**src/rtl/fifo_stream_pkg.sv**
```systemverilog
// Shared types for the FIFO drain stage: occupancy encoding and default sizes.
// Slot count follows FIFO_STREAM_SKID_EN (two slots when defined, one otherwise).
package fifo_stream_pkg;

  typedef enum logic [1:0] {
    OCC_ZERO = 2'd0,
    OCC_ONE  = 2'd1,
    OCC_TWO  = 2'd2
  } occ_t;

  localparam int DEFAULT_WIDTH = 8;
  localparam int DEFAULT_CNT_W = 16;

`ifdef FIFO_STREAM_SKID_EN
  localparam int NUM_SLOTS = 2;
`else
  localparam int NUM_SLOTS = 1;
`endif

endpackage

```
**src/rtl/fifo_stream_if.sv**
```systemverilog
// FIFO-side pop handshake plus downstream valid/ready stream, bundled for the drain stage.
interface fifo_stream_if
  import fifo_stream_pkg::*;
#(
  parameter int WIDTH = DEFAULT_WIDTH
);
  logic             fifo_empty;
  logic [WIDTH-1:0] fifo_data;
  logic             fifo_pop;
  logic             out_valid;
  logic             out_ready;
  logic [WIDTH-1:0] out_data;

  // master: the drain stage itself; slave: the FIFO and downstream consumer
  modport master (
    input  fifo_empty, fifo_data, out_ready,
    output fifo_pop, out_valid, out_data
  );

  modport slave (
    output fifo_empty, fifo_data, out_ready,
    input  fifo_pop, out_valid, out_data
  );
endinterface

```
**src/rtl/fifo_stream_slot.sv**
```systemverilog
// One buffered data word: load-enabled register, asynchronously cleared to zero.
module fifo_stream_slot #(
  parameter int WIDTH = 8
) (
  input  logic             clk,
  input  logic             rst_n,
  input  logic             load,
  input  logic [WIDTH-1:0] d,
  output logic [WIDTH-1:0] q
);
  logic [WIDTH-1:0] q_reg;

  always_ff @(posedge clk or negedge rst_n) begin
    if (!rst_n) begin
      q_reg <= '0;
    end else if (load) begin
      q_reg <= d;
    end
  end

  assign q = q_reg;
endmodule

```
**src/rtl/fifo_stream_out.sv**
```systemverilog
// Drain stage: pops the show-ahead FIFO head into registered output slot(s) and counts transfers.
// FIFO_STREAM_SKID_EN adds a skid slot so fifo_pop no longer depends on out_ready.
module fifo_stream_out
  import fifo_stream_pkg::*;
#(
  parameter int WIDTH = DEFAULT_WIDTH,
  parameter int CNT_W = DEFAULT_CNT_W
) (
  input  logic             clk,
  input  logic             rst_n,
  input  logic             flush,
  fifo_stream_if.master    bus,
  output logic [CNT_W-1:0] xfer_cnt
);
  occ_t             state_reg, state_next;
  logic             valid_reg;
  logic [CNT_W-1:0] cnt_reg;
  logic             room, pop, xfer;

  logic [NUM_SLOTS-1:0] slot_load;
  logic [WIDTH-1:0]     slot_d [NUM_SLOTS];
  logic [WIDTH-1:0]     slot_q [NUM_SLOTS];

  assign xfer = valid_reg && bus.out_ready;

`ifdef FIFO_STREAM_SKID_EN
  assign room = (state_reg != OCC_TWO);
`else
  assign room = (state_reg == OCC_ZERO) || bus.out_ready;
`endif

  // rst_n gating keeps the FIFO untouched while the stage is held in reset
  assign pop = rst_n && !bus.fifo_empty && !flush && room;

  always_comb begin
    state_next = state_reg;
    slot_load  = '0;
    for (int i = 0; i < NUM_SLOTS; i++) begin
      slot_d[i] = bus.fifo_data;
    end

    case (state_reg)
      OCC_ZERO: begin
        if (pop) begin
          state_next   = OCC_ONE;
          slot_load[0] = 1'b1;
        end
      end
      OCC_ONE: begin
`ifdef FIFO_STREAM_SKID_EN
        if (xfer && pop) begin
          slot_load[0] = 1'b1;
        end else if (xfer) begin
          state_next = OCC_ZERO;
        end else if (pop) begin
          state_next   = OCC_TWO;
          slot_load[1] = 1'b1;
        end
`else
        // a pop here implies out_ready, hence a transfer: replace in place
        if (pop) begin
          slot_load[0] = 1'b1;
        end else if (xfer) begin
          state_next = OCC_ZERO;
        end
`endif
      end
      OCC_TWO: begin
`ifdef FIFO_STREAM_SKID_EN
        if (xfer) begin
          state_next   = OCC_ONE;
          slot_load[0] = 1'b1;
          slot_d[0]    = slot_q[1];
        end
`else
        state_next = OCC_ZERO;
`endif
      end
      default: state_next = OCC_ZERO;
    endcase

    if (flush) begin
      state_next = OCC_ZERO;
    end
  end

  always_ff @(posedge clk or negedge rst_n) begin
    if (!rst_n) begin
      state_reg <= OCC_ZERO;
      valid_reg <= 1'b0;
      cnt_reg   <= '0;
    end else begin
      state_reg <= state_next;
      valid_reg <= (state_next != OCC_ZERO);
      if (xfer) begin
        cnt_reg <= cnt_reg + CNT_W'(1);
      end
    end
  end

  for (genvar gi = 0; gi < NUM_SLOTS; gi++) begin : g_slot
    fifo_stream_slot #(
      .WIDTH (WIDTH)
    ) u_slot (
      .clk   (clk),
      .rst_n (rst_n),
      .load  (slot_load[gi]),
      .d     (slot_d[gi]),
      .q     (slot_q[gi])
    );
  end

  assign bus.fifo_pop  = pop;
  assign bus.out_valid = valid_reg;
  assign bus.out_data  = slot_q[0];
  assign xfer_cnt      = cnt_reg;
endmodule
```
**src/flat_wrapper.sv**
```systemverilog
// flat-port wrapper written by rule: the top's interface ports become plain ports
module fifo_stream_out_flat import fifo_stream_pkg::*;
#(
  parameter int WIDTH = DEFAULT_WIDTH,
  parameter int CNT_W = DEFAULT_CNT_W
)
  (clk, rst_n, flush, xfer_cnt, bus_fifo_empty, bus_fifo_data, bus_out_ready, bus_fifo_pop, bus_out_valid, bus_out_data);
  fifo_stream_if #(.WIDTH(WIDTH)) bus_i ();
  input  logic clk;
  input  logic rst_n;
  input  logic flush;
  output logic [CNT_W-1:0] xfer_cnt;
  input wire logic [$bits(bus_i.fifo_empty)-1:0] bus_fifo_empty;
  input wire logic [$bits(bus_i.fifo_data)-1:0] bus_fifo_data;
  input wire logic [$bits(bus_i.out_ready)-1:0] bus_out_ready;
  output wire logic [$bits(bus_i.fifo_pop)-1:0] bus_fifo_pop;
  output wire logic [$bits(bus_i.out_valid)-1:0] bus_out_valid;
  output wire logic [$bits(bus_i.out_data)-1:0] bus_out_data;
  assign bus_i.fifo_empty = bus_fifo_empty;
  assign bus_i.fifo_data = bus_fifo_data;
  assign bus_i.out_ready = bus_out_ready;
  assign bus_fifo_pop = bus_i.fifo_pop;
  assign bus_out_valid = bus_i.out_valid;
  assign bus_out_data = bus_i.out_data;
  fifo_stream_out #(.WIDTH(WIDTH), .CNT_W(CNT_W)) u_core (.clk(clk), .rst_n(rst_n), .flush(flush), .bus(bus_i), .xfer_cnt(xfer_cnt));
endmodule
```
**config.mk**
```make
export PLATFORM = sky130hd
export DESIGN_NAME = fifo_stream_out_flat
export DESIGN_NICKNAME = d
export VERILOG_FILES = /design/src/rtl/fifo_stream_pkg.sv /design/src/rtl/fifo_stream_if.sv /design/src/rtl/fifo_stream_slot.sv /design/src/rtl/fifo_stream_out.sv /design/src/flat_wrapper.sv
export SDC_FILE = /design/constraint.sdc
export NUM_CORES = 1
export LEC_CHECK = 0
export BUFFER_PORTS_ARGS = -buffer_cell sky130_fd_sc_hd__buf_2
export CORE_ASPECT_RATIO = 0.8
export CORE_MARGIN = 2
export CORE_UTILIZATION = 35
export CTS_CLUSTER_SIZE = 28
export DETAILED_ROUTE_END_ITERATION = 6
export GPL_TIMING_DRIVEN = 0
export SLEW_MARGIN = 30
export SYNTH_ARGS = -nofsm -noshare
export SYNTH_HDL_FRONTEND = slang
export SYNTH_HIERARCHICAL = 1
export SYNTH_SLANG_ARGS = --single-unit
export TNS_END_PERCENT = 5
```
**constraint.sdc**
```tcl
create_clock -name clk -period 1.9 [get_ports clk]
set_input_delay 0.19 -clock clk [delete_from_list [all_inputs] [get_ports clk]]
set_output_delay 0.19 -clock clk [all_outputs]
set_load 0.02 [all_outputs]
```
==> summary.txt, run 1 <==
Outcome
  – Outcome: finished clean

Clock network
  – Clk Latency, worst-skew pair: between 200 and 300 ps
  – Max Root-Sink Buffers: 2
  – Cts bufs inserted: 3
  – H-tree Lvls: 1
  – TritonCTS Sinks: 27
  – CTS tree: yes
  – Clock transition at the registers of the reported paths: roughly 80 ps
  – Clk root buf: clkbuf_8
  – Setup Fix Bufs, Post-CTS: 0

Power and ir drop
  – Pwr per Cell Area: 924 nW/um^2
  – Total power: approximately 1.4 mW
  – Leak pwr: 0.774 nW
  – Peak supply drop: between 0.0005 and 0.0006 V

Floorplanning
  – Die W: approximately 68 um
  – Height of the chip: 55.4 um
  – IO Count: 39
  – Initial Util: roughly 37%
  – Area of the core: 3110 sq um
  – Num rows: 18
  – Die Area: approximately 3800 sq um

Cells and area
  – Core Util, Final: between 40% and 50%
  – Commonest non-fill, non-tap cells in the layout: buf_2 (38), dfrtp_1 (27), xnor2_1 (10)
  – Fill count: roughly 300
  – Final instance area: roughly 1500 sq um
  – Area grow syn2layout: 27.7%
  – Commonest non-fill, non-tap cell in the layout: buf_2
  – Layout cells sized above 1: roughly 45%
  – Nets: 145
  – Antenna cells: 0
  – Max reg flops: 16

Critical path
  – Crit end category: flop
  – Reg2reg setup slack: ~390 ps
  – Worst r2r path cells: 6
  – Worst Setup Path Type: input port to flop
  – Critical path peak fanout: 8
  – Required @ worst endpoint: roughly 2100 ps
  – Critical Path AT: around 1900 ps
  – Startpoint Class: input port
  – Reg-to-Reg Start: u_core/state_reg[1]
  – CP Capture Point: u_core/g_slot[0].u_slot/q[7]
  – Worst Setup SP: rst_n
  – Reg-to-Reg End: u_core/g_slot[0].u_slot/q[7]

STA
  – Fin crit period: roughly 1700 ps
  – Fin. Hold Viols: 0
  – Fin crit share: between 90% and 100%
  – Fin Clk Skew: around 3.7 ps
  – Total negative slack: 0 ps
  – Fin. max-slew vios: 0
  – Max Clk Rate: 0.578 GHz
  – Final setup viols: 0
  – RSZ-0062 raised after global routing: no

Yosys
  – Unique cell type count in the Yosys netlist: 24
  – Mean Syn Cell Area: between 10 and 15 sq um
  – Mapped cell area: 1150 sq um
  – Seq/Total Area, Yosys: around 59%
  – Mapped Nets: 100
  – Number of synthesized register bits: 27
  – Instance count of the mapped netlist: between 80 and 90
  – Warnings from Yosys: 6

Placed design
  – Placed Instance Area: between 1000 and 1500 sq um
  – I/O Buffers: 38
  – Final GP Congestion: between 0.6 and 0.7
  – Dpl hpwl: ~1600 um

Global routing
  – Largest net degree at the start of global routing: 28
  – First-pass GRT wire length: between 3000 and 4000 um
  – Antenna violations before repair: 0
  – Vias in the first global route: 803
  – Remaining global-route overflow: 0
  – GRT Overall Usage: between 10% and 20%

Detailed routing
  – Vias per cell: ~4.6
  – Drt first pass iters: 4
  – Routed vias: 790
  – Routed Antenna Nets: 0
  – DR iter-0 viols: 41
  – Residual DRC count: 0
  – Routed len/inst: around 13 um
  – Drt total wl: 2150 um

Flow run
  – Max-cap violations: 0

Min path
  – Hold crit path type: input port to flop
[stage by stage]
stage / cells / hold slack, ps / setup WS (ps)
after floorplan: 86 / -106 / 24.7
after global placement: 164 / 231 / -80.8
after detailed placement: 164 / 243 / -103
after CTS: 170 / 94.9 / 112
after global routing: 170 / 109 / 53.4
final: 170 / 124 / 170
[synth_stat cells (all sizes together)]
cell    n  share of area, %
a21oi   1              0.43
and2    1              0.54
and3    2               1.5
and4    1              0.76
buf     1              0.98
conb    1              0.32
dfrtp  27                59
ha      1               1.1
inv     1              0.32
mux2    9                11
nand2   5               1.6
nand3   5               2.2
nand4   4               3.2
nor2    7               3.1
nor2b   2               1.1
nor3    2              0.87
nor3b   1              0.65
xnor2  10               7.6
xor2    5               3.8
[worst min-delay path by stage]
stage	from	endpoint	slack, ps	depth (start not counted)
after floorplan	rst_n	u_core/bus.out_valid	-110	0
after global placement	rst_n	u_core/xfer_cnt[3]	230	1
after detailed placement	rst_n	u_core/xfer_cnt[3]	240	1
after CTS	flush	u_core/bus.out_valid	90	2
after global routing	flush	u_core/state_reg[0]	110	2
final	flush	u_core/bus.out_valid	120	2
[cell type report]
class	count	area, sq um	share of cell area (%)
Multi-Input combinational cell	57	469	31.8
Buffer	1	11.3	0.763
Inverter	1	3.75	0.254
Clock buffer	4	45.0	3.05
Sequential cell	27	676	45.8
Timing Repair Buffer	40	220	14.9
Tap cell	40	50.0	3.39
[cell families after synthesis]
logic type	after synthesis	share of synthesized area, %
flip-flops	27	58.5
AO/OA/AOI/OAI	1	0.433
multiplexers	9	11.4
other	1	0.325
XOR/XNOR	15	11.4
adder cells (fa/ha/maj)	1	1.08
AND/OR/NAND/NOR	30	15.6
buffers and inverters	2	1.30
[repair_timing]
action                                 4_1_cts  5_1_grt
hold buffers                                 2        0
resized for setup                            0        1
endpoints found under the hold margin       27        0
setup endpoints to repair                    0        8
[worst max-delay path: stages]
cell and delay [ps]:
dlygate4sd3_1 520, buf_2 150, nor2b_1 160, nor3b_2 190, nor2b_1 180, buf_6 170, mux2_4 300
[layer usage]
metal	part of all wire [%]	wire length (um)	vias to the layer above	global-route usage, %
met5	0	0	-	0
met4	0	0	0	3.43
met3	7.6	163	0	4.07
met2	46	990	29	18.7
met1	46	997	384	16.0
li1	-	-	377	-
[power breakdown]
group          switching, mW  internal (mW)
sequential            0.0726          0.651
combinational          0.173          0.154
clock                  0.162          0.150
total                  0.408          0.955
No activity file was read; power rests on OpenSTA's default activity.
==> run 2: changes to the inputs <==
--- a/config.mk
+++ b/config.mk
@@ -6,12 +6,16 @@
 export NUM_CORES = 1
 export LEC_CHECK = 0
 export BUFFER_PORTS_ARGS = -buffer_cell sky130_fd_sc_hd__buf_2
+export CELL_PAD_IN_SITES_DETAIL_PLACEMENT = 1
+export CELL_PAD_IN_SITES_GLOBAL_PLACEMENT = 1
 export CORE_ASPECT_RATIO = 0.8
 export CORE_MARGIN = 2
 export CORE_UTILIZATION = 35
 export CTS_CLUSTER_SIZE = 28
 export DETAILED_ROUTE_END_ITERATION = 6
 export GPL_TIMING_DRIVEN = 0
+export HOLD_SLACK_MARGIN = 0.03
+export PLACE_DENSITY_LB_ADDON = 0.1
 export SLEW_MARGIN = 30
 export SYNTH_ARGS = -nofsm -noshare
 export SYNTH_HDL_FRONTEND = slang
==> run 2 against run 1 <==
Against the previous run:
- combinational power increased by 2%
- sequential power barely moved
- global-route usage up 2.0 points
- clock skew fell by 2.6 ps
==> summary.txt, run 2 (synthesis gave the netlist of run 1 again) <==
Critical path
  – Critical path peak fanout: 8
  – Reg-to-Reg End: u_core/g_slot[0].u_slot/q[3]
  – Crit end category: flop
  – Critical Path AT: 1900 ps
  – Worst r2r path cells: 6
  – Reg2reg setup slack: between 300 and 400 ps
  – Worst Setup Path Type: input port to flop
  – Reg-to-Reg Start: u_core/state_reg[1]
  – Required @ worst endpoint: slightly above 2000 ps
  – Startpoint Class: input port

STA
  – Fin crit period: 1750 ps
  – Max Clk Rate: ~0.57 GHz
  – Fin. max-slew vios: 0
  – Final setup viols: 0
  – Fin Clk Skew: 1.17 ps
  – Fin crit share: 91.9%
  – Total negative slack: 0 ps
  – RSZ-0062 raised after global routing: no
  – Fin. Hold Viols: 0
  – Final WS setup: 153 ps

Clock network
  – H-tree Lvls: 1
  – TritonCTS Sinks: 27
  – CTS tree: yes
  – Cts bufs inserted: 3
  – Clock transition at the registers of the reported paths: roughly 90 ps
  – Max Root-Sink Buffers: 2
  – Clk root buf: clkbuf_8
  – Clk Latency, worst-skew pair: about 270 ps

Cells and area
  – Nets: approximately 150
  – Max reg flops: 16
  – Final instance area: about 1500 sq um
  – Area grow syn2layout: 27.7%
  – Commonest non-fill, non-tap cell in the layout: buf_2
  – Core Util, Final: approximately 47%
  – Layout cells sized above 1: between 40% and 50%
  – Commonest non-fill, non-tap cells in the layout: buf_2 (38), dfrtp_1 (27), xnor2_1 (10)
  – Antenna cells: 0

Floorplanning
  – Die W: between 60 and 70 um
  – Die Area: roughly 3800 sq um
  – Height of the chip: between 50 and 60 um
  – Initial Util: approximately 37%
  – IO Count: 39
  – Area of the core: 3110 sq um
  – Num rows: 18

Min path
  – Hold Crit Start: flush
  – Hold Path End: u_core/state_reg[0]
  – Hold depth: 2
  – Hold crit path type: input port to flop

Detailed routing
  – DR iter-0 viols: 33
  – Residual DRC count: 0
  – Vias per cell: between 4 and 5
  – Drt first pass iters: 2
  – Routed len/inst: between 10 and 15 um
  – Drt total wl: around 2300 um
  – Routed vias: roughly 800
  – Routed Antenna Nets: 0

Power and ir drop
  – P_int: 0.957 mW
  – Peak supply drop: 0.000376 V
  – Net Switching: ~0.42 mW
  – Seq pwr share: approximately 53%
  – Gate power share: between 20% and 30%
  – Clock power share: a little under a quarter
  – Pwr per Cell Area: between 900 and 1000 nW/um^2
  – Switching share of power: a little under a third
  – Leak pwr: between 0.7 and 0.8 nW

Placed design
  – Final GP Congestion: between 0.6 and 0.7
  – Placed Instance Area: ~1400 sq um
  – DP Worst Slack: -165 ps
  – Dpl hpwl: 1670 um
  – I/O Buffers: 38

Global routing
  – Antenna violations before repair: 0
  – Largest net degree at the start of global routing: 28
  – Vias in the first global route: around 880
  – First-pass GRT wire length: 4010 um
  – GRT Overall Usage: between 10% and 20%
  – Remaining global-route overflow: 0

Flow run
  – Max-cap violations: 0

Outcome
  – Outcome: finished clean
run 2: area by class of cell:
type | count | area [sq um]
Fill cell | 338 | 1630
Sequential cell | 27 | 676
Multi-Input combinational cell | 57 | 469
Timing Repair Buffer | 40 | 220
Tap cell | 40 | 50.0
Clock buffer | 4 | 45.0
Buffer | 1 | 11.3
Inverter | 1 | 3.75
run 2: repair_timing:
action,CTS,global route
hold buffers,2,0
hold endpoints to repair,27,0
setup endpoints to repair,0,8
gates resized for setup,0,1
buffers inserted,0,0
run 2: power by group through the flow:
stage	clock network, mW	registers, mW	logic (mW)
global placement	0	0.728	0.321
floorplan	0	0.820	0.111
detailed placement	0	0.733	0.334
global route	0.363	0.743	0.364
finish	0.320	0.722	0.335
CTS	0.341	0.725	0.340
run 2: worst max-delay path by stage:
stage	depth (start not counted)	slack [ps]	to	start
2_1_floorplan	6	20	u_core/g_slot[0].u_slot/q[0]	u_core/state_reg[1]
3_3_place_gp	6	-130	u_core/g_slot[0].u_slot/q[4]	rst_n
3_5_place_dp	6	-160	u_core/g_slot[0].u_slot/q[3]	rst_n
4_1_cts	7	70	u_core/g_slot[0].u_slot/q[3]	rst_n
5_1_grt	7	30	u_core/g_slot[0].u_slot/q[3]	rst_n
6_report	7	150	u_core/g_slot[0].u_slot/q[3]	rst_n
run 2: worst max-delay path: stages:
cell	delay, ps
dlygate4sd3_1	520
buf_2	150
nor2b_1	170
nor3b_2	200
nor2b_1	190
buf_6	180
mux2_4	310
run 2: per-stage QoR:
stage          hold WS (ps)  instances  total power, mW
2_1_floorplan          -106         86            0.931
3_3_place_gp            236        164             1.05
3_5_place_dp            243        164             1.07
4_1_cts                 100        170             1.41
5_1_grt                 107        170             1.47
6_report                119        170             1.38
run 2: metal layers:
metal	GRT usage (%)	share of wire, %	vias up
met5	0	0	-
met4	5.14	0.44	0
met3	4.07	5.3	2
met2	22.1	48	22
met1	18.3	47	395
li1	-	-	378
